**src/rtl/video_pkg.sv**
```systemverilog
// Shared types and Avalon-MM widths for the video block writer.
package video_pkg;

  typedef enum logic [1:0] {
    IDLE  = 2'd0,
    ARM   = 2'd1,
    BURST = 2'd2
  } state_e;

  localparam int AVM_AW  = 30;
  localparam int AVM_DW  = 32;
  localparam int AVM_BCW = 8;

  // Byte address of a word inside the ring, computed in 32 bits and
  // truncated to the width of the Avalon address port.
  function automatic logic [AVM_AW-1:0] block_addr(
    input logic [31:0] base,
    input logic [31:0] blk,
    input logic [31:0] word,
    input logic [31:0] block_words
  );
    return AVM_AW'(base + ((blk * block_words + word) << 2));
  endfunction

endpackage

```
**src/rtl/video_block_writer_sync_fifo.sv**
```systemverilog
// Single-clock first-word-fall-through FIFO: the head word is always visible
// on rdata while the FIFO is not empty; pop advances to the next word.
module sync_fifo #(
  parameter int DW = 32,
  parameter int AW = 6
) (
  input  logic          clk,
  input  logic          rst_n,
  input  logic          push,
  input  logic [DW-1:0] wdata,
  input  logic          pop,
  output logic [DW-1:0] rdata,
  output logic          full,
  output logic          empty,
  output logic [AW:0]   count
);

  localparam logic [AW:0] DEPTH = (AW+1)'(2**AW);

  logic [DW-1:0] mem [2**AW];
  logic [AW-1:0] wr_ptr;
  logic [AW-1:0] rd_ptr;
  logic          do_push;
  logic          do_pop;
  logic [AW:0]   count_next;

  // Requests against a full/empty FIFO are ignored rather than corrupting it.
  assign do_push = push && !full;
  assign do_pop  = pop && !empty;
  assign rdata   = mem[rd_ptr];

  // Occupancy after this cycle; simultaneous push and pop leave it unchanged.
  always_comb begin
    count_next = count;
    case ({do_push, do_pop})
      2'b10:   count_next = count + 1'b1;
      2'b01:   count_next = count - 1'b1;
      default: count_next = count;
    endcase
  end

  // Storage array; no reset needed since reads are gated by empty.
  always_ff @(posedge clk) begin
    if (do_push) mem[wr_ptr] <= wdata;
  end

  // Pointers and registered status flags.
  always_ff @(posedge clk or negedge rst_n) begin
    if (!rst_n) begin
      wr_ptr <= '0;
      rd_ptr <= '0;
      count  <= '0;
      full   <= 1'b0;
      empty  <= 1'b1;
    end else begin
      if (do_push) wr_ptr <= wr_ptr + 1'b1;
      if (do_pop)  rd_ptr <= rd_ptr + 1'b1;
      count <= count_next;
      full  <= (count_next == DEPTH);
      empty <= (count_next == '0);
    end
  end

endmodule

```
**src/rtl/video_block_writer.sv**
```systemverilog
// Streaming-to-Avalon-MM burst writer: buffers the pixel stream in a FIFO and
// writes it as fixed-length bursts into a ring of blocks in SDRAM, publishing
// the index of each completed block.
//
// Handshakes: a stream word transfers on a cycle with st_valid && st_ready;
// an Avalon beat transfers on a cycle with avm_write && !avm_waitrequest, and
// address/burstcount/writedata are held stable while waitrequest is high.
module video_block_writer
  import video_pkg::*;
#(
  parameter logic [31:0] BASE_ADDR   = 32'h2000_0000,
  parameter int          BLOCK_WORDS = 4096,
  parameter int          NUM_BLOCKS  = 8,
  parameter int          BURST_LEN   = 16,
  parameter int          FIFO_AW     = 6
) (
  input  logic               avalon_clk,
  input  logic               avalon_reset_n,
  input  logic               enable,
  input  logic [31:0]        st_data,
  input  logic               st_valid,
  output logic               st_ready,
  output logic [AVM_AW-1:0]  avm_address,
  output logic [AVM_BCW-1:0] avm_burstcount,
  output logic               avm_write,
  output logic [AVM_DW-1:0]  avm_writedata,
  output logic [3:0]         avm_byteenable,
  input  logic               avm_waitrequest,
  output logic [31:0]        blk_number,
  output logic               blk_done,
  output logic               busy,
  output logic [15:0]        drop_cnt,
  output state_e             fsm_state
);

  localparam logic [7:0]         LAST_BEAT = 8'(BURST_LEN - 1);
  localparam logic [FIFO_AW:0]   BURST_CNT = (FIFO_AW+1)'(BURST_LEN);
  localparam logic [31:0]        BLK_LAST  = 32'(NUM_BLOCKS - 1);
  localparam logic [31:0]        BW32      = 32'(BLOCK_WORDS);
  localparam logic [31:0]        BL32      = 32'(BURST_LEN);

  state_e           state;
  logic [31:0]      blk;
  logic [31:0]      word;
  logic [7:0]       beat_cnt;

  logic [31:0]      fifo_rdata;
  logic             fifo_full;
  logic             fifo_empty;
  logic [FIFO_AW:0] fifo_count;
  logic             fifo_push;
  logic             fifo_pop;
  logic             beat_done;
  logic             burst_ready;
  logic [31:0]      word_next;

  assign st_ready       = !fifo_full && enable;
  assign fifo_push      = st_valid && st_ready;
  assign beat_done      = (state == BURST) && avm_write && !avm_waitrequest;
  // ARM loads the first word; every beat except the last loads the next one.
  assign fifo_pop       = !fifo_empty &&
                          ((state == ARM) || (beat_done && beat_cnt != LAST_BEAT));
  assign burst_ready    = enable && (fifo_count >= BURST_CNT);
  assign word_next      = word + BL32;
  assign avm_byteenable = 4'hF;
  assign busy           = (state != IDLE);
  assign fsm_state      = state;

  sync_fifo #(
    .DW (32),
    .AW (FIFO_AW)
  ) u_fifo (
    .clk   (avalon_clk),
    .rst_n (avalon_reset_n),
    .push  (fifo_push),
    .wdata (st_data),
    .pop   (fifo_pop),
    .rdata (fifo_rdata),
    .full  (fifo_full),
    .empty (fifo_empty),
    .count (fifo_count)
  );

  // Burst sequencer: only whole bursts are issued, and a started burst always
  // completes regardless of enable.
  always_ff @(posedge avalon_clk or negedge avalon_reset_n) begin
    if (!avalon_reset_n) begin
      state          <= IDLE;
      avm_address    <= '0;
      avm_burstcount <= '0;
      avm_write      <= 1'b0;
      avm_writedata  <= '0;
      blk            <= '0;
      word           <= '0;
      beat_cnt       <= '0;
      blk_number     <= BLK_LAST;
      blk_done       <= 1'b0;
    end else begin
      blk_done <= 1'b0;
      case (state)
        IDLE: begin
          if (burst_ready) state <= ARM;
        end
        ARM: begin
          avm_address    <= block_addr(BASE_ADDR, blk, word, BW32);
          avm_burstcount <= AVM_BCW'(BURST_LEN);
          avm_writedata  <= fifo_rdata;
          avm_write      <= 1'b1;
          beat_cnt       <= '0;
          state          <= BURST;
        end
        BURST: begin
          if (beat_done) begin
            if (beat_cnt == LAST_BEAT) begin
              avm_write <= 1'b0;
              if (word_next == BW32) begin
                word       <= '0;
                blk        <= (blk == BLK_LAST) ? '0 : blk + 32'd1;
                blk_number <= blk;
                blk_done   <= 1'b1;
                state      <= IDLE;
              end else begin
                word  <= word_next;
                state <= burst_ready ? ARM : IDLE;
              end
            end else begin
              beat_cnt      <= beat_cnt + 8'd1;
              avm_writedata <= fifo_rdata;
            end
          end
        end
        default: state <= IDLE;
      endcase
    end
  end

  // Saturating count of words offered while the FIFO could not take them.
  always_ff @(posedge avalon_clk or negedge avalon_reset_n) begin
    if (!avalon_reset_n) begin
      drop_cnt <= '0;
    end else if (st_valid && fifo_full && enable && drop_cnt != 16'hFFFF) begin
      drop_cnt <= drop_cnt + 16'd1;
    end
  end

endmodule

```
**config.mk**
```make
export PLATFORM = sky130hd
export DESIGN_NAME = video_block_writer
export DESIGN_NICKNAME = d
export VERILOG_FILES = /design/src/rtl/video_pkg.sv /design/src/rtl/video_block_writer_sync_fifo.sv /design/src/rtl/video_block_writer.sv
export SDC_FILE = /design/constraint.sdc
export NUM_CORES = 2
export LEC_CHECK = 0
export CAP_MARGIN = 30
export CORE_ASPECT_RATIO = 1.1
export CORE_UTILIZATION = 40
export DETAILED_ROUTE_END_ITERATION = 16
export HOLD_SLACK_MARGIN = 0.1
export SYNTH_ARGS = -nofsm -noshare
export SYNTH_HDL_FRONTEND = slang
export SYNTH_SLANG_ARGS = --single-unit
```
**constraint.sdc**
```tcl
create_clock -name avalon_clk -period 4.5 [get_ports avalon_clk]
set_input_delay 0.9 -clock avalon_clk [delete_from_list [all_inputs] [get_ports avalon_clk]]
set_output_delay 0.9 -clock avalon_clk [all_outputs]
set_load 0.05 [all_outputs]
```
## After elaboration in Yosys (flattened, before gate mapping)

Memory sizes are Yosys's and may differ from the RTL's.
Cells that the tools add are included.

- Input port bits: 37
- Logic and storage cells: 91
- Flip-flop bits (word level): 208
- Output and inout bits: 128
- Memories kept: 1
- Bits in writable memories: 2048

Memories:

| name | words | width | read ports | clocked after Yosys merged registers in | write ports | line | RTL |
|---|---|---|---|---|---|---|---|
| u_fifo.mem | 64 | 32 | 1 | 0 | 1 | video_block_writer_sync_fifo.sv:20 | `logic [DW-1:0] mem [2**AW];` |

- Equal/unequal tests: 14
- Add/subtract/negate cells: 10
- Reduce and logical (&&, ||, !) cells: 25
- Muxes and demuxes: 24
- $lt $le $gt $ge: 1

Operator list:

| operator | count |
|---|---|
| 2-to-1 mux 32 bit | 4 |
| case mux 32 bit (2 select lines) | 1 |
| adder 32 x 1 -> 32 bit (second input constant) | 1 |
| adder 32 x 5 -> 32 bit (second input constant) | 1 |
| equality test 32 x 13 -> 1 bit (second input constant) | 1 |
| equality test 32 x 3 -> 1 bit (second input constant) | 1 |
| adder 30 bit (first input constant) | 1 |
| adder 28 bit | 1 |
| adder 16 x 1 -> 16 bit (second input constant) | 1 |
| 2-to-1 mux 8 bit | 2 |
| != test 16 bit (second input constant) | 1 |
| case mux 8 bit (2 select lines) | 1 |
| case mux 7 bit (2 select lines) | 1 |
| adder 6 x 1 -> 6 bit (second input constant) | 2 |
| logical AND 1 bit | 12 |
| AND reduction 3 bit | 4 |
| 2-to-1 mux 1 bit | 10 |
| adder 8 x 1 -> 8 bit (second input constant) | 1 |
| equality test 8 x 4 -> 1 bit (second input constant) | 1 |
| != test 8 x 4 -> 1 bit (second input constant) | 1 |
| adder 7 x 1 -> 7 bit (second input constant) | 1 |
| equality test 7 bit (second input constant) | 1 |
| greater-or-equal comparator 7 x 5 -> 1 bit (second input constant) | 1 |
| logical NOT 7 bit | 1 |
| 13 further kinds | 22 |

## Logic depth before layout (Yosys ltp)

- Depth in word-level cells: 10
- Gate-level depth with buffers: 15
- Gate-level depth less buffers: 15

## Hierarchy

A second synthesis with hierarchy kept.

- Cells, all modules: 4724
- Area total of the unflattened synthesis: 89362.0 µm²

By module, submodules not included:

| module | cells an instance | sequential area each (µm²) | instances | area an instance (µm²) |
|---|---|---|---|---|
| sync_fifo | 3808 | 62025.7 | 1 | 79940.4 |
| video_block_writer | 916 | 4433.0 | 1 | 9421.5 |

## Least setup slack after synthesis

Ideal clock, no wire load.

- Path type: input to register
- From: in avm_waitrequest
- To: reg u_fifo.full
- Setup time: 0.073 ns
- Required time: 4.427 ns
- Arrival: 3.935 ns
- Path slack: 0.492 ns
- Buffers on the path: 0
- Cell stages on the path: 12
- Cells stage by stage: nor3b_1 > a21oi_1 > nor2_1 > ha_1 > ha_1 > a21o_1 > a21oi_1 > xnor2_1 > o21ai_0 > or4_1 > or3_1 > nor2b_1

- Word-level cells in the longest chain between the ends: 9
- Elaborated cells between the ends (all ways): 10
- Those cells by class: 3 x eq/ne; 1 x mux; 6 x reduce/logical

Ends and longest elaborated chain:

| what | line | RTL |
|---|---|---|
| start: declaration | video_block_writer.sv:28 | `input logic avm_waitrequest,` |
| logical NOT 1 bit (*) | video_block_writer.sv:59 | `assign beat_done = (state == BURST) && avm_write && !avm_waitrequest;` |
| logical AND 1 bit (*) | video_block_writer.sv:59 |  |
| logical AND 1 bit (*) | video_block_writer.sv:62 | `((state == ARM) \|\| (beat_done && beat_cnt != LAST_BEAT));` |
| logical OR 1 bit (*) | video_block_writer.sv:62 |  |
| logical AND 1 bit (*) | video_block_writer.sv:61 | `assign fifo_pop = !fifo_empty &&` |
| logical AND 1 bit (*) | video_block_writer_sync_fifo.sv:29 | `assign do_pop = pop && !empty;` |
| via u_fifo.do_pop | video_block_writer_sync_fifo.sv:24 | `logic do_pop;` |
| equality test 2 x 1 -> 1 bit / equality test 2 bit (equally long branches) | video_block_writer_sync_fifo.sv:35 | `case ({do_push, do_pop})` |
| case mux 7 bit (2 select lines) (*) | video_block_writer_sync_fifo.sv:35 |  |
| via u_fifo.count_next[3] | video_block_writer_sync_fifo.sv:25 | `logic [AW:0] count_next;` |
| equality test 7 bit (*) | video_block_writer_sync_fifo.sv:59 | `full <= (count_next == DEPTH);` |
| end signal: assignment | video_block_writer_sync_fifo.sv:59 |  |
| end: declaration | video_block_writer_sync_fifo.sv:13 | `output logic full,` |

Mark *: on every way through the listed nets, which the timed path passes. The rest lies on a longest branch.
A chain may end at the register's enable or synchronous reset.

## Worst setup path after layout

- From: reg word[15]
- To: reg blk[31]

- Word-level cells in the longest chain between the ends: 3

Ends and longest elaborated chain:

| what | line | RTL |
|---|---|---|
| start: declaration | video_block_writer.sv:44 | `logic [31:0] word;` |
| start signal: assignment | video_block_writer.sv:123 | `word <= word_next;` |
| adder 32 x 5 -> 32 bit | video_block_writer.sv:64 | `assign word_next = word + BL32;` |
| equality test 32 x 13 -> 1 bit | video_block_writer.sv:116 | `if (word_next == BW32) begin` |
| AND reduction 4 bit (no source line) | - |  |
| end signal: assignment | video_block_writer.sv:118 | `blk <= (blk == BLK_LAST) ? '0 : blk + 32'd1;` |
| end: declaration | video_block_writer.sv:43 | `logic [31:0] blk;` |

No other way between the ends.

==> reports/summary.md <==
The later pin in the worst-skew pair is clocked with a latency of 0.86 ns. Measured along the y axis, the die boundary spans 492.9 microns. The count of maximum capacitance violations was 0. The synthesized design contains 2,048 enable-type register cells.

165 I/O pins were placed. In the post-synthesis netlist, the biggest area contributors are edfxtp_1 (70%), mux4_2 (17%), dfrtp_1 (5.5%), mux2_2 (0.91%), nor2_1 (0.57%). The run gives 87,620 sq um as the area of the mapped netlist. The worst setup path is of the reg2reg kind. Dividing total power by cell area gives a power density of 579.7 nW/um^2. Largest net degree at the start of global routing: 109. In the final layout, the multi-input gates occupy 20,640 sq um. The overall routed net length was 221,000 microns.

Cells with a size suffix above 1 make up 30.63% of the layout. TritonCTS built the clock tree. The logs give 0 for the number of max-slew violations in the final report and 43,110 for the number of global-route vias before repair. VDD sags by at most 0.4117 mV. Half-perimeter wire length of the detailed placement result: 131,700 microns.

The most common cell in the synthesized netlist is edfxtp_1. In the global route stage, met1 resource usage came out at 27.62%. Hold violation count in the final report: 0. The standby leakage power is 32.64 nW. For the worst setup path, the data required time is 5.23 ns. The synthesized design spends more area on one cell type than any other, namely edfxtp_1. Once detail routing completed, the nets flagged for antenna violations numbered 0. The sequential cells in the finished layout cover a total of 66,480 sq um. Sum of negative setup slack: 0 ns. The count of warnings emitted by yosys is 0. Counting the fill cells in the layout gives 17,730.

Detail-routed net length per standard cell: 29.73 microns. The commonest cells after synthesis are edfxtp_1 (2,048), mux4_2 (663), dfrtp_1 (194). The floorplan has 179 rows. After the last flow step, the layout net total stands at 4,408.

The tools report the number of sinks on the clock net as 2,246. Routability-driven placement finished with a final weighted congestion of 0.8206. The run gives 0.06437 ns as the final worst clock skew. The tools report the initial antenna violation count as 13. The effective utilization at floorplan came out at 40.37%. The peak fanout along the critical path is 19.

The tools report the global routing met3 resource utilization as 3.060%. The floorplan step defined a die boundary enclosing 220,900 sq um. Growth of design area from synthesis to finish: 16.25%.

The run gives 20.14% as the global-route usage over all layers. The hold slack came out at 0.1360 ns. The number of vias per cell after detailed routing is 5.670.

The number of buffers created by CTS is 222, and the timing-limited maximum frequency is 0.2798 GHz. The worst pin sits at a relative slew slack of 36.15%. The worst path needs 3.574 ns of the cycle, external delays included.

The clock slew seen by the registers of the worst setup and hold paths was 0.06 ns. The run gives 217,000 sq um as the core area. The run finished with clean final reports. Fraction of registers with async set or reset after synthesis: 8.816%.

The netlist uses 59 different library cells. OpenSTA, run right after detailed placement, puts the worst setup slack at 0.3924 ns. The worst setup path is captured at a register. The routed layout has 42,160 vias. Die width: 448.2 microns. The most used flip-flop cell after synthesis is edfxtp_1. The total of endpoints with negative setup slack in the final report was 0; the number of levels in the clock H-tree was 4. Setup repair after global routing left no endpoint under its margin.

The worst setup path is launched from a register. The worst path uses 79.42% of the clock period. For this run, design rule violations remaining after detail routing come to 0.

The post-synthesis sequential area ratio was 75.85%. The root buffer cell chosen for the clock tree is clkbuf_16. For the met2 usage, the log shows 33.73%. The run gives 59.05 mW as the overall power of the completed layout. The global-route layer with the greatest usage was met2. For the fraction of the core area covered by cells at the end of the flow, the log shows 46.94%. The tightest min-delay check is of the in2async type. For this run, the detailed router's first-pass iteration total came to 5. The synthesized design devotes to its leading area cell type 70.19% of total area. Dividing the synthesized area by the synthesized cell count gives 22.13 sq um. The first global-routing pass estimated 317,400 microns of wire. For the post-cts resize count, the log shows 0. The worst-margin pin slew works out to 0.9550 ns. Counting every instance in the synthesized netlist gives 3,959.

Buffers added to address setup during post-CTS repair amount to 0. At the worst endpoint, the arrival time is 4.30 ns. In this run the tool buffered the top-level ports with 147 buffer cells. After layout, the worst setup slack is 0.9261 ns. No sink is reached through more buffers than the 3 on the longest clock path. Summed over all layers, the global routing overflow is 0. Number of violations reported at the end of detailed-routing iteration 0: 4,383.

Synthesis inferred 2,246 register bits. The run gives 0 as the cts-stage hold buffer count.
layer usage:
| metal | up-vias | part of all wire [%] | routed length, microns |
|---|---|---|---|
| met1 | 23080 | 41 | 90310 |
| met5 | - | 0.010 | 22 |
| met4 | 4 | 2.4 | 5243 |
| li1 | 17350 | - | - |
| met2 | 1423 | 51 | 112300 |
| met3 | 303 | 6.0 | 13220 |
layout make-up:
cell class	instances	area share, %
inverter	22	0.08353
clock inverter	110	1.214
clock buffer	308	6.009
sequential	2246	65.27
tap	2896	3.557
multi-input combinational	1484	20.26
antenna	4	0.009827
timing repair buffer	365	3.597
cell families after synthesis:
logic type,share of synthesized area [%]
AOI/OAI and AO/OA,1.122
xor gates and xnor gates,0.7997
adders and majority gates,0.4455
buffers and inverters,1.220
DFF,75.85
muxes,18.10
other,0.008571
and+or+nand+nor,2.453
state kept, by name (all words and copies together) (netlist names), 2 cells and up:
signal / count
fsm_state: 2
u_fifo.rd_ptr: 6
drop_cnt: 16
beat_cnt: 8
blk_number: 32
blk: 32
u_fifo.wr_ptr: 6
u_fifo.mem: 2048
u_fifo.count: 7
avm_writedata: 32
word: 28
avm_address: 24
worst max-delay path, stage by stage (launching register included):
cell and delay, ns:
dfrtp_1 0.58, nand4_1 0.23, nor4_1 0.64, nand2_1 0.14, xnor2_1 0.19, a2111oi_4 0.35
nand4_1 0.42, inv_4 0.36, o21ai_2 0.25, o31ai_1 0.28
power breakdown:
group | switching (mW) | leakage (nW) | internal [mW]
logic | 8.57 | 8.08 | 7.75
clock network | 7.90 | 3.55 | 10.7
registers | 0.717 | 21.0 | 23.4
cells in the final DEF (no fill, tap or decap), drive strengths merged, types with 13 or more instances in the layout:
cell              n
mux2             71
dfrtp           194
inv              30
o31ai            18
nor4             15
clkinv           71
nor2            133
buf             251
xor2             26
mux4            663
bufinv           21
clkbuf          308
nand2           126
mux2i            13
xnor2            54
ha               28
clkdlybuf4s50   114
edfxtp         2048
a21oi            30
o21ai            74
and3             17
nand4            33
nand3            48
nor3             21
conb             17
through the flow:
| step | instances | cell area (sq um) |
|---|---|---|
| after floorplan | 3974 | 87680 |
| after global placement | 6999 | 94190 |
| after detailed placement | 7011 | 94450 |
| after CTS | 7429 | 101800 |
| after global routing | 7433 | 101900 |
| final | 7435 | 101900 |
path summary, 6_finish.rpt:
kind	start	end	slack, ns	depth (start not counted)
max	word[15]	blk[31]	0.93	9
min	avalon_reset_n	blk[28]	0.14	1
max reg2reg	word[15]	blk[31]	0.93	9
min reg2reg	avm_burstcount[4]	avm_burstcount[4]	0.46	1
max in group asynchronous	avalon_reset_n	avm_writedata[13]	3.28	2
min in group avalon_clk	st_data[16]	u_fifo.mem[31][16]	0.34	1
(Power assumes the default switching activity.)
